## config.mk

```make
export PLATFORM = sky130hd
export DESIGN_NAME = vram_fetch_ctrl_flat
export DESIGN_NICKNAME = d
export VERILOG_FILES = /design/src/rtl/vram_fetch_ctrl_if.sv /design/src/rtl/vram_fetch_ctrl.sv /design/src/flat_wrapper.sv
export SDC_FILE = /design/constraint.sdc
export NUM_CORES = 1
export LEC_CHECK = 0
export ABC_AREA = 1
export BUFFER_PORTS_ARGS = -buffer_cell sky130_fd_sc_hd__buf_2
export CAP_MARGIN = 20
export CORE_AREA = 2 2 107 88
export CTS_CLUSTER_SIZE = 12
export DETAILED_ROUTE_END_ITERATION = 8
export DIE_AREA = 0 0 109 90
export PLACE_DENSITY_LB_ADDON = 0.3
export SLEW_MARGIN = 20
export SYNTH_ARGS = -nofsm -noshare
export SYNTH_HDL_FRONTEND = slang
export SYNTH_SLANG_ARGS = --single-unit
```

## constraint.sdc

```tcl
create_clock -name clk -period 4.1 [get_ports clk]
set_input_delay 0.41 -clock clk [delete_from_list [all_inputs] [get_ports clk]]
set_output_delay 0.41 -clock clk [all_outputs]
set_load 0.02 [all_outputs]
```

## src/rtl/vram_fetch_ctrl_if.sv

```systemverilog
// Request/response bundle between the display engine, the host read path,
// the VRAM read port and vram_fetch_ctrl.
interface vram_fetch_ctrl_if;
  logic        cellReq;
  logic [12:0] cellIdx;
  logic        cellReady;
  logic        cellValid;
  logic [7:0]  charData;
  logic [7:0]  attrData;
  logic        hostRdReq;
  logic [12:0] hostRdAddr;
  logic        hostRdAck;
  logic [7:0]  hostRdData;
  logic [12:0] vramRdAddr;
  logic [7:0]  vramRdData;

  // The master side is the requesters plus the VRAM; the controller is the slave.
  modport master (
    output cellReq, cellIdx, hostRdReq, hostRdAddr, vramRdData,
    input  cellReady, cellValid, charData, attrData, hostRdAck, hostRdData, vramRdAddr
  );

  modport slave (
    input  cellReq, cellIdx, hostRdReq, hostRdAddr, vramRdData,
    output cellReady, cellValid, charData, attrData, hostRdAck, hostRdData, vramRdAddr
  );
endinterface

```

## src/rtl/vram_fetch_ctrl.sv

```systemverilog
// Arbitrates the VRAM display-side read port between cell fetches (char + attr
// byte) and single-byte host reads, alternating grants when both are pending.
module vram_fetch_ctrl #(
  parameter logic [12:0] CHAR_BASE = 13'h0000,
  parameter logic [12:0] ATTR_BASE = 13'h1000
) (
  input logic              clk,
  input logic              nrst,
  vram_fetch_ctrl_if.slave bus
);

  typedef enum logic [2:0] {IDLE, C1, C2, C3, H1, H2} state_t;
  typedef enum logic {GRANT_HOST, GRANT_DISP} grant_t;

  state_t      state, nextState;
  grant_t      lastGrant, nextLastGrant;
  logic [12:0] idxLatch;
  logic        hostWins;

  // Host takes the port if it is alone, or if display had the previous grant.
  assign hostWins = bus.hostRdReq && (!bus.cellReq || (lastGrant == GRANT_DISP));

  // cellReady also drops when the host is about to win, so cellReq & cellReady
  // is exactly the condition under which a display fetch starts.
  assign bus.cellReady = (state == IDLE) && !(bus.hostRdReq && (lastGrant == GRANT_DISP));

  always_ff @(posedge clk or negedge nrst) begin
    if (!nrst) begin
      state     <= IDLE;
      lastGrant <= GRANT_HOST;
    end else begin
      state     <= nextState;
      lastGrant <= nextLastGrant;
    end
  end

  always_comb begin
    nextState     = state;
    nextLastGrant = lastGrant;
    unique case (state)
      IDLE: begin
        if (hostWins) begin
          nextState     = H1;
          nextLastGrant = GRANT_HOST;
        end else if (bus.cellReq) begin
          nextState     = C1;
          nextLastGrant = GRANT_DISP;
        end
      end
      C1:      nextState = C2;
      C2:      nextState = C3;
      C3:      nextState = IDLE;
      H1:      nextState = H2;
      H2:      nextState = IDLE;
      default: nextState = IDLE;
    endcase
  end

  // Address issue and data capture; the VRAM returns data one cycle after the
  // address, so each capture happens one state after its address was issued.
  always_ff @(posedge clk or negedge nrst) begin
    if (!nrst) begin
      idxLatch       <= '0;
      bus.vramRdAddr <= '0;
      bus.charData   <= '0;
      bus.attrData   <= '0;
      bus.hostRdData <= '0;
      bus.cellValid  <= 1'b0;
      bus.hostRdAck  <= 1'b0;
    end else begin
      bus.cellValid <= (state == C3);
      bus.hostRdAck <= (state == H2);
      unique case (state)
        IDLE: begin
          if (nextState == C1) begin
            idxLatch       <= bus.cellIdx;
            bus.vramRdAddr <= CHAR_BASE + bus.cellIdx;
          end else if (nextState == H1) begin
            bus.vramRdAddr <= bus.hostRdAddr;
          end
        end
        C1:      bus.vramRdAddr <= ATTR_BASE + idxLatch;
        C2:      bus.charData   <= bus.vramRdData;
        C3:      bus.attrData   <= bus.vramRdData;
        H2:      bus.hostRdData <= bus.vramRdData;
        default: ;
      endcase
    end
  end

endmodule

```

## src/flat_wrapper.sv

```systemverilog
// flat-port wrapper written by rule: the top's interface ports become plain ports
module vram_fetch_ctrl_flat 
#(
  parameter logic [12:0] CHAR_BASE = 13'h0000,
  parameter logic [12:0] ATTR_BASE = 13'h1000
)
  (clk, nrst, bus_cellReq, bus_cellIdx, bus_hostRdReq, bus_hostRdAddr, bus_vramRdData, bus_cellReady, bus_cellValid, bus_charData, bus_attrData, bus_hostRdAck, bus_hostRdData, bus_vramRdAddr);
  vram_fetch_ctrl_if bus_i ();
  input logic clk;
  input logic nrst;
  input wire logic [$bits(bus_i.cellReq)-1:0] bus_cellReq;
  input wire logic [$bits(bus_i.cellIdx)-1:0] bus_cellIdx;
  input wire logic [$bits(bus_i.hostRdReq)-1:0] bus_hostRdReq;
  input wire logic [$bits(bus_i.hostRdAddr)-1:0] bus_hostRdAddr;
  input wire logic [$bits(bus_i.vramRdData)-1:0] bus_vramRdData;
  output wire logic [$bits(bus_i.cellReady)-1:0] bus_cellReady;
  output wire logic [$bits(bus_i.cellValid)-1:0] bus_cellValid;
  output wire logic [$bits(bus_i.charData)-1:0] bus_charData;
  output wire logic [$bits(bus_i.attrData)-1:0] bus_attrData;
  output wire logic [$bits(bus_i.hostRdAck)-1:0] bus_hostRdAck;
  output wire logic [$bits(bus_i.hostRdData)-1:0] bus_hostRdData;
  output wire logic [$bits(bus_i.vramRdAddr)-1:0] bus_vramRdAddr;
  assign bus_i.cellReq = bus_cellReq;
  assign bus_i.cellIdx = bus_cellIdx;
  assign bus_i.hostRdReq = bus_hostRdReq;
  assign bus_i.hostRdAddr = bus_hostRdAddr;
  assign bus_i.vramRdData = bus_vramRdData;
  assign bus_cellReady = bus_i.cellReady;
  assign bus_cellValid = bus_i.cellValid;
  assign bus_charData = bus_i.charData;
  assign bus_attrData = bus_i.attrData;
  assign bus_hostRdAck = bus_i.hostRdAck;
  assign bus_hostRdData = bus_i.hostRdData;
  assign bus_vramRdAddr = bus_i.vramRdAddr;
  vram_fetch_ctrl #(.CHAR_BASE(CHAR_BASE), .ATTR_BASE(ATTR_BASE)) u_core (.clk(clk), .nrst(nrst), .bus(bus_i));
endmodule
```

==> impl_metrics.yaml, run 1 <==
synthesis:
  yosysUniqueCellTypes: 25
  syn_nets: 331
  async_flop_share_pct: 100
  yosysSeqAreaShare_pct: 54.3
  netlist_area_um2: 2580
  synth_area_per_cell_um2: 8.81
  yosys_warnings: 0
  ys_ff_latch: 56
  synth_cells: 293
  synth_edf_count: 0
  synth-main-ff-cell: "dfrtp_1"
grt:
  grt_max_degree: 48
  grt_antenna_before_repair: 0
  grt_pass1_wl_um: 9960
  use_met3_pct: 3.63
  grt_pass1_vias: 2091
  grtUsageMet2_pct: 19.8
  grt_overflow: 0
  top_usage_layer: "met2"
  use_met1_pct: 17.1
  grt.total_usage_pct: 12.6
drt:
  vias: 2059
  wirelength_um: 5780
  routedWlPerCell_um: 12.0
  post_drt_via_cell_ratio: 4.26
  drtPass1Iterations: 4
  ant_nets: 0
  drc: 0
  dr.first_iter.drc_count: 57
clocking:
  htree_levels: 2
  cts_sinks: 56
  cts_root_buffer: "clkbuf_8"
  path_clk_slew_ps: 100
  cts_inserted_buffers: 5
  clk_latency_ps: 300
  clockBufferDepth: 2
  cts_tree: "yes"
setup_path:
  r2r_setup_slack_ps: 2110
  cp-end-kind: "flip-flop"
  critPathKind: "flip-flop to flip-flop"
  path_cells: "inv_2 -> nand3_2 -> nand2_2 -> nor2_1 -> a21oi_1"
  cp.required_ps: 4330
  critPathMaxStageDelay_ps: 590
  worstPathArrival_ps: 2220
  path_delay_family: "simple AND/OR/NAND/NOR gates"
  critPathLaunchType: "flip-flop"
  slowest_stage: "nand3_2"
  path_buf_inv: 1
  worstPathMaxFanout: 41
floorplan:
  io_pins: 78
  fp.dieArea_um2: 9810
  die_h_um: 90
  die_w_um: 109
  initial_core_util_pct: 29.3
  fp.coreArea_um2: 8800
  rows: 31
final_layout:
  drive_above_1_share_pct: 30.7
  area_growth_pct: 22.3
  fin_nets: 405
  stdcell_count: 483
  diodes: 0
  fin_area_um2: 3160
placement:
  port_buffers: 77
  place_area_um2: 3040
  gp_congestion: 0.749
  pre_cts_slack_ps: 2070
  place_inst: 474
  dpl.hpwl_um: 4240
outcome:
  outcome: "completed"
sta:
  fin_crit_sh_pct: 48.5
  hold_viol_final: 0
  fin_ws_ps: 2110
  rsz0062_at_grt: "false"
  finalSetupViolations: 0
  worstMarginPinSlew_ps: 749
  slew_headroom_pct: 50.0
  skew_ps: 4.83
  fin_setup_tns_ps: 0
  timing.fmax_ghz: 0.503
  min_period_ps: 1990
  finalMaxSlewViolations: 0
power:
  pwr_density_cell_nw_per_um2: 819
  peakVddDrop_mv: 0.231
  total_power_uw: 2590
  leakagePower_uw: 0.00173
flow_run:
  drv_cap: 0
worst_hold_path:
  hold_class: "input pin to flip-flop"
## worst register-to-register path, stage by stage, from the launching register on
cell     delay (ps)
dfrtp_1         430
inv_2           150
nand3_2         590
nand2_2         540
nor2_1           80
a21oi_1         130
## power breakdown
| part | switching, µW | internal, µW |
|---|---|---|
| Clock | 175 | 182 |
| Combinational | 808 | 437 |
| Sequential | 159 | 826 |
| Total | 1140 | 1440 |
## state kept, by name, summed over array words and instances, names as in the netlist
signal                 cells
u_core.bus.vramRdAddr     13
u_core.idxLatch           13
u_core.bus.attrData        8
u_core.bus.charData        8
u_core.bus.hostRdData      8
u_core.state               3
u_core.bus.cellValid       1
u_core.bus.hostRdAck       1
u_core.lastGrant           1
## logic make-up after synthesis
family	share of synthesized area [%]
AOI/OAI and AO/OA	15.1
buffers and inverters	10.9
DFF	54.3
and+or+nand+nor	19.7
## stage by stage
| step | util (%) | hold WS (ps) |
|---|---|---|
| 6_report | 35.9 | 385 |
| 5_1_grt | 35.9 | 380 |
| 4_1_cts | 35.9 | 376 |
| 3_5_place_dp | 34.5 | 277 |
| 3_3_place_gp | 34.5 | 273 |
| 2_1_floorplan | - | 114 |
## timing repair
item,4_1_cts,5_1_grt
endpoints found under the setup margin,0,0
setup buffers,0,0
hold buffers,1,0
gates resized for setup,0,0
endpoints found under the hold margin,9,0
## synth_stat cells, drive strengths merged, types with 3 or more instances
master / number / area [µm²]
dfrtp: 56 / 1400
nand2: 56 / 228
inv: 54 / 203
nor2: 28 / 129
a21oi: 27 / 135
o21ai: 24 / 150
nand3: 17 / 108
o21a: 13 / 97.6
buf: 11 / 75.1
nor3: 3 / 25.0
## area by class of cell
class / instances / area, µm²
fill: 932 / 5650
clock inverter: 2 / 35.0
clock buffer: 6 / 72.6
inverter: 54 / 203
tap: 115 / 144
multi-input combinational: 171 / 900
sequential: 56 / 1400
timing repair buffer: 79 / 403
## placed cells by master (no fill, tap or decap)
cell / count
o21ai_0: 8
nand3b_1: 1
o211ai_1: 1
o21ai_2: 8
a21oi_1: 27
inv_2: 5
nand2_1: 49
inv_1: 49
dlygate4sd3_1: 1
clkbuf_1: 1
o21ai_1: 8
nand3_4: 1
nor2_8: 1
bufinv_16: 1
nor2_4: 1
dfrtp_1: 56
nand3_2: 2
clkinv_2: 1
buf_2: 77
clkbuf_8: 5
nand4_2: 1
buf_4: 1
nor3_1: 1
nand2_2: 7
nor2_1: 26
nand3_1: 14
nor3_2: 2
o21a_1: 13
## per-layer routing
| metal | part of all wire [%] | vias up |
|---|---|---|
| met4 | 0.76 | 0 |
| li1 | - | 1060 |
| met3 | 5.7 | 4 |
| met5 | 0 | - |
| met1 | 47 | 955 |
| met2 | 47 | 40 |
## path summary, 6_finish.rpt
path,start,cells after the start,end
max,u_core.state[2],5,u_core.bus.vramRdAddr[8]
min,bus_vramRdData[7],3,u_core.bus.attrData[7]
max reg2reg,u_core.state[2],5,u_core.bus.vramRdAddr[8]
min reg2reg,u_core.bus.attrData[7],2,u_core.bus.attrData[7]
max in group asynchronous,nrst,3,u_core.state[2]
min in group asynchronous,nrst,2,u_core.bus.charData[7]
Note: power is estimated with default switching activity, not from simulation.
==> run 2: changes to the inputs <==
==> constraint.sdc (replaced) <==
create_clock -name clk -period 1.6 [get_ports clk]
set_input_delay 0.16 -clock clk [delete_from_list [all_inputs] [get_ports clk]]
set_output_delay 0.16 -clock clk [all_outputs]
set_load 0.02 [all_outputs]
==> run 2 against run 1 <==
Compared with the run above: combinational power grew to 2.7 times the previous value; global-route usage grew 0.081 points; total power grew to 2.6 times the previous value; register-to-register slack lost 2000 ps; flip-flop and latch count is the same; sequential share of layout area shrank 0.92 points; via count grew 2.6%; non-clock buffer count grew 8; highest routed layer unchanged.
==> impl_metrics.yaml, run 2 (synthesis gave the netlist of run 1 again) <==
grt:
  grt_pass1_vias: 2078
  grt_max_degree: 57
  grt.total_usage_pct: 12.7
  grt_antenna_before_repair: 0
  grt_pass1_wl_um: 9950
  grt_overflow: 0
final_layout:
  reg.largest.list: "u_core.bus.vramRdAddr (13), u_core.idxLatch (13)"
  diodes: 0
  area_growth_pct: 25.0
  final_util_pct: 36.7
  multiInputGateArea_um2: 911
  final_common_cell: "buf_2"
  n_fill_cell: 931
  drive_above_1_share_pct: 32.9
  register_area_um2: 1400
  mostFrequentLayoutCells: "buf_2 (77), dfrtp_1 (55), nand2_1 (49), inv_1 (49), a21oi_1 (27)"
  fin_nets: 414
clocking:
  cts_root_buffer: "clkbuf_8"
  clockBufferDepth: 2
  cts_tree: "yes"
  path_clk_slew_ps: 90
  clk_latency_ps: 300
  htree_levels: 2
  cts_sinks: 56
  cts_inserted_buffers: 5
flow_run:
  drv_cap: 0
power:
  peakVddDrop_mv: 0.647
  pwr_density_cell_nw_per_um2: 2070
  leakagePower_uw: 0.00177
setup_path:
  worstPathMaxFanout: 4
  critPathKind: "flip-flop to output pin"
  critPathLaunchType: "flip-flop"
  worstPathArrival_ps: 1340
  slowest_stage: "dfrtp_1"
  cp.required_ps: 1440
  critPathMaxStageDelay_ps: 460
  path_cells: "nor2_4 -> nand3_4 -> inv_1 -> buf_2"
  cp-end-kind: "output pin"
sta:
  finalMaxSlewViolations: 0
  finalSetupViolations: 0
  slew_headroom_pct: 74.8
  rsz0062_at_grt: "false"
  timing.fmax_ghz: 0.668
  fin_crit_sh_pct: 93.6
  min_period_ps: 1500
  whs_ps: 133
  skew_ps: 7.46
  fin_setup_tns_ps: 0
  worstMarginPinSlew_ps: 377
  hold_viol_final: 0
drt:
  routedWlPerCell_um: 12.3
  drc: 0
  dr.first_iter.drc_count: 90
  drtPass1Iterations: 5
  ant_nets: 0
  vias: 2113
  wirelength_um: 6030
  post_drt_via_cell_ratio: 4.29
floorplan:
  die_w_um: 109
  fp.coreArea_um2: 8800
  initial_core_util_pct: 29.3
  rows: 31
  die_h_um: 90
  fp.dieArea_um2: 9810
  io_pins: 78
placement:
  dpl.hpwl_um: 4250
  port_buffers: 77
  gp_congestion: 0.754
worst_hold_path:
  hold_class: "input pin to flip-flop"
outcome:
  outcome: "completed"
==> run 2: changes by cell type in the layout (fill, tap and decap cells not counted), sizes merged <==
| cell | delta |
|---|---|
| clkinv | +1 |
| nor2 | +1 |
| bufinv | -1 |
| buf | +8 |
==> run 2: area by class of cell <==
type                       count  share of cell area [%]
tap                          115                    4.46
multi-input combinational    172                    28.2
timing repair buffer          87                    14.7
clock buffer                   6                    2.56
clock inverter                 2                   0.310
inverter                      54                    6.28
sequential                    56                    43.4
==> run 2: routing by layer <==
metal  wire length, µm  vias to the layer above  GRT usage, %
li1                  -                     1079             -
met1              2890                      993          17.8
met2              2840                       39          19.6
met3               262                        2          3.26
met4                36                        0          2.99
met5                 0                        -             0
==> run 2: worst max-delay path, delay by kind of cell (launching register included) <==
| kind | cells | cell delay (ps) |
|---|---|---|
| flops | 1 | 460 |
| simple gates | 2 | 320 |
| buf+inv | 2 | 250 |
==> run 2: final timing paths <==
kind	end	slack [ps]	cells after the start	from
max in group asynchronous	u_core.state[1]	950	3	nrst
hold reg to reg	u_core.bus.attrData[6]	490	2	u_core.bus.attrData[6]
setup / recovery	bus_cellReady	100	4	u_core.state[0]
min in group asynchronous	u_core.bus.vramRdAddr[1]	390	3	nrst
hold / removal	u_core.bus.attrData[1]	130	3	bus_vramRdData[1]
setup reg to reg	u_core.idxLatch[3]	140	5	u_core.state[0]
==> run 2: repair_timing <==
item                                   4_1_cts  5_1_grt
hold buffers                                 1        0
setup buffers                                0        1
endpoints found under the hold margin       56        0
gates resized for setup                      0        1
setup endpoints to repair                    0       20
==> run 2: report_power, final <==
part,switching (µW),internal [µW],total [µW]
clock network,443,347,790
registers,388,2120,2510
logic,2140,1240,3380
total,2970,3700,6670
==> run 2: metrics by stage <==
stage / setup slack [ps] / instances / cell area [µm²] / power (µW)
6_report: 102 / 492 / 3230 / 6670
5_1_grt: 18.2 / 492 / 3230 / 7300
4_1_cts: 42.5 / 490 / 3210 / 6720
3_5_place_dp: 63.5 / 481 / 3110 / 5900
3_3_place_gp: 121 / 481 / 3110 / 5820
2_1_floorplan: 302 / 293 / 2580 / 4890
